==> src/rtl/cmu_hold_arb_if.sv <==
// Handshake bundle between the SSP hold requesters, the CMU phase indications
// and the hold arbiter.
interface cmu_hold_arb_if #(
  parameter int NREQ = 2
);
  logic [NREQ-1:0] hold_req_i;
  logic            phi1_i;
  logic            phi2_i;
  logic            hold_o;
  logic [NREQ-1:0] grant_o;
  logic            busy_o;
  logic            timeout_o;

  modport master (
    output hold_req_i, phi1_i, phi2_i,
    input  hold_o, grant_o, busy_o, timeout_o
  );

  modport slave (
    input  hold_req_i, phi1_i, phi2_i,
    output hold_o, grant_o, busy_o, timeout_o
  );
endinterface

==> src/rtl/cmu_hold_arb.sv <==
// Round-robin hold arbiter for the SSP clock management unit: aligns a granted
// hold to phi2, bounds its length to HOLD_MIN..HOLD_MAX and adds a guard cycle.
//
// state     | meaning
// S_IDLE    | no owner, arbitrate pending requests
// S_ALIGN   | owner granted, waiting for a clean phi2
// S_HOLD    | hold_o asserted, counting held cycles
// S_RELEASE | one guard cycle with hold_o low, requests ignored
module cmu_hold_arb #(
  parameter int NREQ     = 2,
  parameter int HOLD_MIN = 2,
  parameter int HOLD_MAX = 12,
  parameter int CNT_W    = 4
) (
  input  logic          clk,
  input  logic          clear,
  cmu_hold_arb_if.slave bus
);

  localparam int PTR_W = (NREQ > 1) ? $clog2(NREQ) : 1;
  localparam logic [CNT_W-1:0] L_MIN = CNT_W'(HOLD_MIN);
  localparam logic [CNT_W-1:0] L_MAX = CNT_W'(HOLD_MAX);
  localparam logic [PTR_W-1:0] L_PTR_RST = PTR_W'(NREQ - 1);

  typedef enum logic [1:0] {
    S_IDLE    = 2'd0,
    S_ALIGN   = 2'd1,
    S_HOLD    = 2'd2,
    S_RELEASE = 2'd3
  } state_t;

  state_t            r_state, w_state_nxt;
  logic [NREQ-1:0]   r_grant, w_grant_nxt;
  logic [PTR_W-1:0]  r_ptr, w_ptr_nxt;
  logic [PTR_W-1:0]  r_own, w_own_nxt;
  logic [CNT_W-1:0]  r_cnt, w_cnt_nxt;
  logic              r_hold, w_hold_nxt;
  logic              r_timeout, w_timeout_nxt;

  logic              w_phi2_ok;
  logic              w_own_req;
  logic              w_win_found;
  logic [PTR_W-1:0]  w_win;
  logic [PTR_W-1:0]  w_idx;

  // Both phases high at once is a broken CMU indication; never align to it.
  assign w_phi2_ok = bus.phi2_i & ~bus.phi1_i;
  assign w_own_req = |(bus.hold_req_i & r_grant);

  // Search starts just after the last requester that actually held the clock.
  always_comb begin
    w_win       = r_ptr;
    w_win_found = 1'b0;
    w_idx       = '0;
    for (int i = 1; i <= NREQ; i++) begin
      w_idx = PTR_W'((int'(r_ptr) + i) % NREQ);
      if (!w_win_found && bus.hold_req_i[w_idx]) begin
        w_win       = w_idx;
        w_win_found = 1'b1;
      end
    end
  end

  always_comb begin
    w_state_nxt   = r_state;
    w_grant_nxt   = r_grant;
    w_ptr_nxt     = r_ptr;
    w_own_nxt     = r_own;
    w_cnt_nxt     = r_cnt;
    w_hold_nxt    = r_hold;
    w_timeout_nxt = 1'b0;

    unique case (r_state)
      S_IDLE: begin
        w_hold_nxt = 1'b0;
        if (w_win_found) begin
          w_grant_nxt = NREQ'(1) << w_win;
          w_own_nxt   = w_win;
          w_state_nxt = S_ALIGN;
        end
      end

      S_ALIGN: begin
        if (!w_own_req) begin
          w_grant_nxt = '0;
          w_state_nxt = S_IDLE;
        end else if (w_phi2_ok) begin
          w_hold_nxt  = 1'b1;
          w_cnt_nxt   = CNT_W'(1);
          w_ptr_nxt   = r_own;
          w_state_nxt = S_HOLD;
        end
      end

      S_HOLD: begin
        if (r_cnt >= L_MIN && !w_own_req) begin
          w_hold_nxt  = 1'b0;
          w_grant_nxt = '0;
          w_state_nxt = S_RELEASE;
        end else if (r_cnt >= L_MAX) begin
          w_hold_nxt    = 1'b0;
          w_grant_nxt   = '0;
          w_timeout_nxt = 1'b1;
          w_state_nxt   = S_RELEASE;
        end else begin
          w_cnt_nxt = r_cnt + CNT_W'(1);
        end
      end

      S_RELEASE: begin
        w_hold_nxt  = 1'b0;
        w_cnt_nxt   = '0;
        w_state_nxt = S_IDLE;
      end

      default: begin
        w_hold_nxt  = 1'b0;
        w_grant_nxt = '0;
        w_state_nxt = S_IDLE;
      end
    endcase
  end

  always_ff @(posedge clk or posedge clear) begin
    if (clear) begin
      r_state   <= S_IDLE;
      r_grant   <= '0;
      r_ptr     <= L_PTR_RST;
      r_own     <= '0;
      r_cnt     <= '0;
      r_hold    <= 1'b0;
      r_timeout <= 1'b0;
    end else begin
      r_state   <= w_state_nxt;
      r_grant   <= w_grant_nxt;
      r_ptr     <= w_ptr_nxt;
      r_own     <= w_own_nxt;
      r_cnt     <= w_cnt_nxt;
      r_hold    <= w_hold_nxt;
      r_timeout <= w_timeout_nxt;
    end
  end

  assign bus.hold_o    = r_hold;
  assign bus.grant_o   = r_grant;
  assign bus.busy_o    = (r_state != S_IDLE);
  assign bus.timeout_o = r_timeout;

endmodule

==> src/flat_wrapper.sv <==
// flat-port wrapper written by rule: the top's interface ports become plain ports
module cmu_hold_arb_flat 
#(
  parameter int NREQ     = 2,
  parameter int HOLD_MIN = 2,
  parameter int HOLD_MAX = 12,
  parameter int CNT_W    = 4
)
  (clk, clear, bus_hold_req_i, bus_phi1_i, bus_phi2_i, bus_hold_o, bus_grant_o, bus_busy_o, bus_timeout_o);
  cmu_hold_arb_if #(.NREQ(NREQ)) bus_i ();
  input  logic clk;
  input  logic clear;
  input wire logic [$bits(bus_i.hold_req_i)-1:0] bus_hold_req_i;
  input wire logic [$bits(bus_i.phi1_i)-1:0] bus_phi1_i;
  input wire logic [$bits(bus_i.phi2_i)-1:0] bus_phi2_i;
  output wire logic [$bits(bus_i.hold_o)-1:0] bus_hold_o;
  output wire logic [$bits(bus_i.grant_o)-1:0] bus_grant_o;
  output wire logic [$bits(bus_i.busy_o)-1:0] bus_busy_o;
  output wire logic [$bits(bus_i.timeout_o)-1:0] bus_timeout_o;
  assign bus_i.hold_req_i = bus_hold_req_i;
  assign bus_i.phi1_i = bus_phi1_i;
  assign bus_i.phi2_i = bus_phi2_i;
  assign bus_hold_o = bus_i.hold_o;
  assign bus_grant_o = bus_i.grant_o;
  assign bus_busy_o = bus_i.busy_o;
  assign bus_timeout_o = bus_i.timeout_o;
  cmu_hold_arb #(.NREQ(NREQ), .HOLD_MIN(HOLD_MIN), .HOLD_MAX(HOLD_MAX), .CNT_W(CNT_W)) u_core (.clk(clk), .clear(clear), .bus(bus_i));
endmodule
==> config.mk <==
export PLATFORM = sky130hd
export DESIGN_NAME = cmu_hold_arb_flat
export DESIGN_NICKNAME = d
export VERILOG_FILES = /design/src/rtl/cmu_hold_arb_if.sv /design/src/rtl/cmu_hold_arb.sv /design/src/flat_wrapper.sv
export SDC_FILE = /design/constraint.sdc
export NUM_CORES = 1
export LEC_CHECK = 0
export CELL_PAD_IN_SITES_DETAIL_PLACEMENT = 1
export CELL_PAD_IN_SITES_GLOBAL_PLACEMENT = 2
export CORE_UTILIZATION = 32
export CTS_CLUSTER_SIZE = 25
export DETAILED_ROUTE_END_ITERATION = 6
export GPL_ROUTABILITY_DRIVEN = 1
export HOLD_SLACK_MARGIN = 0.15
export PLACE_DENSITY = 0.83
export SETUP_SLACK_MARGIN = 0.1
export SLEW_MARGIN = 20
export SYNTH_ARGS = -nofsm -noshare
export SYNTH_HDL_FRONTEND = slang
export SYNTH_SLANG_ARGS = --single-unit
==> constraint.sdc <==
create_clock -name clk -period 2.1 [get_ports clk]
set_input_delay 0.42 -clock clk [delete_from_list [all_inputs] [get_ports clk]]
set_output_delay 0.42 -clock clk [all_outputs]
set_load 0.005 [all_outputs]
==> flow_metrics.tcl, run 1 <==
set metrics [dict create \
    cts_buffers 3 \
    crit_end "u_core.bus.grant_o[1]$_DFFE_PP0P_" \
    cts_buffer_depth 2 \
    tightestPinTransition_ps 482 \
    antenna_cells 0 \
    post_drt_wl_per_cell_um 14.8 \
    synth-seq-cells 12 \
    grt_max_degree 13 \
    cp_data_arrival_time_ps 1970 \
    path_class "flop to flop" \
    max_freq_ghz 0.554 \
    ant_nets 0 \
    rows 16 \
    synth-seq-area-share_pct 41.3 \
    clock_sinks 12 \
    start_util_pct 35.7 \
    required_ps 2270 \
    syn_avg_cell_area_um2 9.99 \
    yosys_warnings 0 \
    power.density_nw_per_um2 1300 \
    vias 621 \
    cp-end-kind "flop" \
    overflow 0 \
    routed_wl_um 1750 \
    fillers 245 \
    irDropWorstVdd_mv 0.622 \
    ios 11 \
    rsz0062_at_grt "false" \
    status "complete, no violations" \
    die_w_um 49.7 \
    place_congestion 0.728 \
    synth_common_cells "dfrtp_1, inv_1, ha_1, nand2_1, nor2_1" \
    cap_violations 0 \
    syn2layout_area_growth_pct 26.8 \
    layout.nets 104 \
    fin_area_um2 925 \
    drv_slew 0 \
    synth_cells 73 \
    synth_enable_flop_cells 0 \
    ys.flop_type "dfrtp_1" \
    dr.pass1.iters 2 \
    die_h_um 49.7 \
    synth_top_area_share_pct 37.7 \
    grt_pass1_vias 619 \
    total_power_mw 1.20 \
    worst_skew_pair.late_latency_ps 280 \
    drive_gt1_share_pct 22.0 \
    clk_pin_slew_worst_paths_ps 80 \
    syn_area_um2 729 \
    gr-usage-all-layers_pct 16.1 \
    hold_class "input pin to asynchronous set/reset pin" \
    holdWs_ps 451 \
    finalSetupViolCount 0 \
    leakage_nw 0.432 \
    core-area_um2 2040 \
    fin_skew_ps 2.20 \
    via_per_inst 5.26 \
    io_buffer_count 10 \
    drc 0 \
    fin_crit_ps 1810 \
    die_area_um2 2470 \
    rr_endpoint "u_core.bus.grant_o[1]$_DFFE_PP0P_" \
    ctsHoldBuffers 0 \
    yosysTopAreaCell "dfrtp_1" \
    cts_root_buf "clkbuf_4" \
    post_dp_cell_area_um2 882 \
    ys_top_cells_by_area "dfrtp_1, ha_1, inv_1" \
    netlist-cell-type-count 31 \
    synth_most_common_cell "dfrtp_1" \
    rr_worst_depth 6 \
    r2r_slack_ps 290 \
    hold_viol 0 \
    antenna_found_initial 0 \
    finalSetupTns_ps 0 \
    crit_path_max_fanout 4 \
    post-route-period-util_pct 86.0 \
    synth_nets 85 \
    drt_iter0_drc 2 \
    ys_async_sr_fraction_pct 100 \
    relSlewSlack_pct 67.8 \
    startpoint_type "flop" \
    grt_pass1_wl_um 2900 \
    h-tree-depth 1 \
    dp_hpwl_um 1330 \
    cts_tree "done" \
]
## report_power, final
group          total (mW)  leakage (nW)  internal, mW  switching [mW]
Combinational       0.626         0.258         0.298           0.328
Clock               0.193        0.0210         0.105          0.0878
Sequential          0.383         0.152         0.320          0.0627
## cells in the final DEF (no fill, tap or decap), types with 2 or more instances in the layout
cell and count:
a41oi_1 2, clkdlybuf4s50_1 9, o21ai_0 4, buf_4 5
o22ai_1 2, clkbuf_4 3, dfrtp_1 11, ha_1 6
inv_1 8, nand4_1 2, a31oi_1 2, a21oi_1 3
nand2_1 6, mux2_1 2, nand3_1 2, nor2_1 5
## worst min path at each step
| stage | startpoint | slack (ps) | end |
|---|---|---|---|
| floorplan | clear | 280 | asynchronous set/reset pin |
| global placement | u_core.r_own$_DFFE_PP0P_ | 480 | u_core.r_ptr$_DFFE_PP1P_ |
| detailed placement | u_core.r_own$_DFFE_PP0P_ | 490 | u_core.r_ptr$_DFFE_PP1P_ |
| CTS | clear | 480 | u_core.r_own$_DFFE_PP0P_ |
| global route | clear | 520 | u_core.bus.timeout_o$_DFF_PP0_ |
| finish | clear | 450 | u_core.bus.timeout_o$_DFF_PP0_ |
## metal layers
layer,global-route usage [%],up-vias,part of all wire (%)
met4,5.71,0,0.97
li1,-,298,-
met5,0,-,0
met1,21.5,312,49
met2,25.7,8,47
met3,3.09,3,2.9
## layout make-up
class                   count  area (um^2)  area share, %
clock buffers               4         36.3           3.92
inverters                   8         30.0           3.25
multi-input cells          52          387           41.8
flip-flops and latches     12          302           32.6
well taps                  27         33.8           3.65
repair buffers             15          136           14.7
## repair_timing
item | 4_1_cts | 5_1_grt
endpoints found under the hold margin | 0 | 0
resized for setup | 1 | 0
setup buffers | 1 | 0
endpoints found under the setup margin | 1 | 0
## metrics by stage
| stage | worst slack, ps | utilization [%] | instances |
|---|---|---|---|
| 2_1_floorplan | 299 | - | 73 |
| 3_3_place_gp | 63.9 | 43.2 | 113 |
| 3_5_place_dp | 25.3 | 43.2 | 113 |
| 4_1_cts | 296 | 45.3 | 118 |
| 5_1_grt | 194 | 45.3 | 118 |
| 6_report | 293 | 45.3 | 118 |
## state kept, by name, summed over array words and instances (netlist names), named ones only
register,count
u_core.bus.timeout_o,1
u_core.r_own,1
u_core.r_cnt,4
u_core.r_ptr,1
u_core.bus.grant_o,2
u_core.bus.hold_o,1
u_core.r_state,1
## logic make-up (layout without fill, tap and decap cells)
group | after synthesis | after routing | share of synthesized area (%)
buffers and inverters | 9 | 27 | 5.66
adder cells (fa/ha/maj) | 6 | 6 | 10.3
AND/OR/NAND/NOR | 23 | 23 | 17.3
AO/OA/AOI/OAI | 20 | 20 | 20.8
flip-flops | 12 | 12 | 41.3
multiplexers | 3 | 3 | 4.63
## worst max-delay path, cell delays in order (launching register included)
cell	delay (ps)
dfrtp_1	400
inv_1	100
ha_1	170
inv_1	90
or3_2	480
nand4b_2	140
mux2_1	320
Note: power is estimated with default switching activity, not from simulation.
==> inputs of run 2 (changes only) <==
Settings changed: ABC_CLOCK_PERIOD_IN_PS set to 2100, CORE_ASPECT_RATIO set to 1.1.
==> flow_metrics.tcl, run 2 (synthesis results as in run 1) <==
set metrics [dict create \
    seqCellArea_um2 302 \
    gr-usage-all-layers_pct 16.5 \
    startpoint_type "flop" \
    via_per_inst 5.16 \
    irDropWorstVdd_mv 0.554 \
    clock_sinks 12 \
    ctsHoldBuffers 0 \
    relSlewSlack_pct 68.7 \
    post_drt_wl_per_cell_um 14.2 \
    hold_viol 0 \
    drc 0 \
    largest_reg_flops 4 \
    die_w_um 47.5 \
    hold_class "input pin to asynchronous set/reset pin" \
    fin_skew_ps 4.62 \
    ant_nets 0 \
    grt_pass1_wl_um 2840 \
    cp_data_arrival_time_ps 1490 \
    dp_hpwl_um 1270 \
    tightestPinTransition_ps 469 \
    power.density_nw_per_um2 1290 \
    grt_max_degree 13 \
    start_util_pct 35.0 \
    vias 604 \
    crit_path_max_fanout 4 \
    layout.nets 102 \
    cp-end-kind "primary output" \
    io_buffer_count 10 \
    die_area_um2 2470 \
    finalSetupViolCount 0 \
    leakage_nw 0.419 \
    rows 17 \
    path_class "flop to primary output" \
    path_cells "inv_1 > ha_2 > inv_2 > clkdlybuf4s50_1" \
    clk_pin_slew_worst_paths_ps 80 \
    dr.pass1.iters 2 \
    die_h_um 52.1 \
    post-route-period-util_pct 91.0 \
    cts_root_buf "clkbuf_4" \
    worst_skew_pair.late_latency_ps 270 \
    required_ps 1680 \
    drive_gt1_share_pct 22.5 \
    drv_slew 0 \
    cts_tree "done" \
    cts_buffer_depth 2 \
    status "complete, no violations" \
    layout_common_cells "dfrtp_1, clkdlybuf4s50_1, inv_1, nand2_1" \
    antenna_found_initial 0 \
    multi_input_area_um2 389 \
    syn2layout_area_growth_pct 25.4 \
    fin_crit_ps 1910 \
    place_congestion 0.807 \
    antenna_cells 0 \
    ios 11 \
    finalSetupTns_ps 0 \
    cap_violations 0 \
    fillers 260 \
    drt_iter0_drc 3 \
    grt_pass1_vias 621 \
    total_power_mw 1.18 \
    final_common_cell "dfrtp_1" \
    top_register "u_core.r_cnt" \
    max_freq_ghz 0.523 \
    slowest_delay_ps 440 \
    rsz0062_at_grt "false" \
    final_core_util_pct 43.9 \
    cts_buffers 3 \
    cp_slowest_cell "clkdlybuf4s50_1" \
    core-area_um2 2080 \
    h-tree-depth 1 \
    routed_wl_um 1660 \
    holdWs_ps 452 \
    overflow 0 \
]
-- run 2: cell count changes in the layout (fill, tap and decap cells not counted) --
cell             change
inv_1                -1
dlygate4sd2_1        -1
ha_1                 -1
buf_4                -2
inv_2                +1
ha_2                 +1
clkdlybuf4s50_1      +1
-- run 2: metal layers --
metal,wire [um],GRT usage [%]
met1,785,20.6
met2,809,27.4
met3,40,2.08
met4,27,7.14
met5,0,0
-- run 2: metrics by stage --
stage / instances / worst slack [ps] / area, um^2
after floorplan: 73 / 299 / 729
after global placement: 112 / 62.3 / 868
after detailed placement: 112 / -6.98 / 868
after CTS: 117 / 124 / 912
after global routing: 117 / 111 / 915
final: 117 / 188 / 915
-- run 2: final cells by class --
| cell class | instances | area share, % |
|---|---|---|
| Tap cell | 28 | 3.83 |
| Inverter | 8 | 3.28 |
| Multi-Input combinational cell | 52 | 42.5 |
| Timing Repair Buffer | 13 | 13.4 |
| Sequential cell | 12 | 33.0 |
| Clock buffer | 4 | 3.97 |
-- run 2: worst paths after layout --
| check | to | slack, ps | start | cells after the start |
|---|---|---|---|---|
| worst min register to register | u_core.r_ptr$_DFFE_PP1P_ | 510 | u_core.r_own$_DFFE_PP0P_ | 2 |
| min in group clk | u_core.r_ptr$_DFFE_PP1P_ | 510 | u_core.r_own$_DFFE_PP0P_ | 2 |
| max in group asynchronous | u_core.r_ptr$_DFFE_PP1P_ | 1300 | clear | 2 |
| worst max-delay path | bus_busy_o | 190 | flop | 4 |
| worst max register to register | u_core.bus.grant_o[0]$_DFFE_PP0P_ | 250 | flop | 6 |
| worst min-delay path | u_core.r_cnt[3]$_DFFE_PP0P_ | 450 | clear | 2 |
-- run 2: timing repair --
action	4_1_cts	5_1_grt
endpoints found under the setup margin	1	1
gates resized for setup	1	1
buffers inserted	1	0
hold endpoints to repair	0	0
-- run 2: critical path: cells and delay by family, from the launching register on --
kind / cells / cell delay (ps)
adders and majority gates: 1 / 240
buffers and inverters: 3 / 610
DFF: 1 / 380
-- run 2: power breakdown --
part	leakage [nW]	internal, mW	switching (mW)
clock	0.0210	0.105	0.0769
combinational	0.246	0.296	0.322
sequential	0.152	0.320	0.0607
total	0.419	0.721	0.460
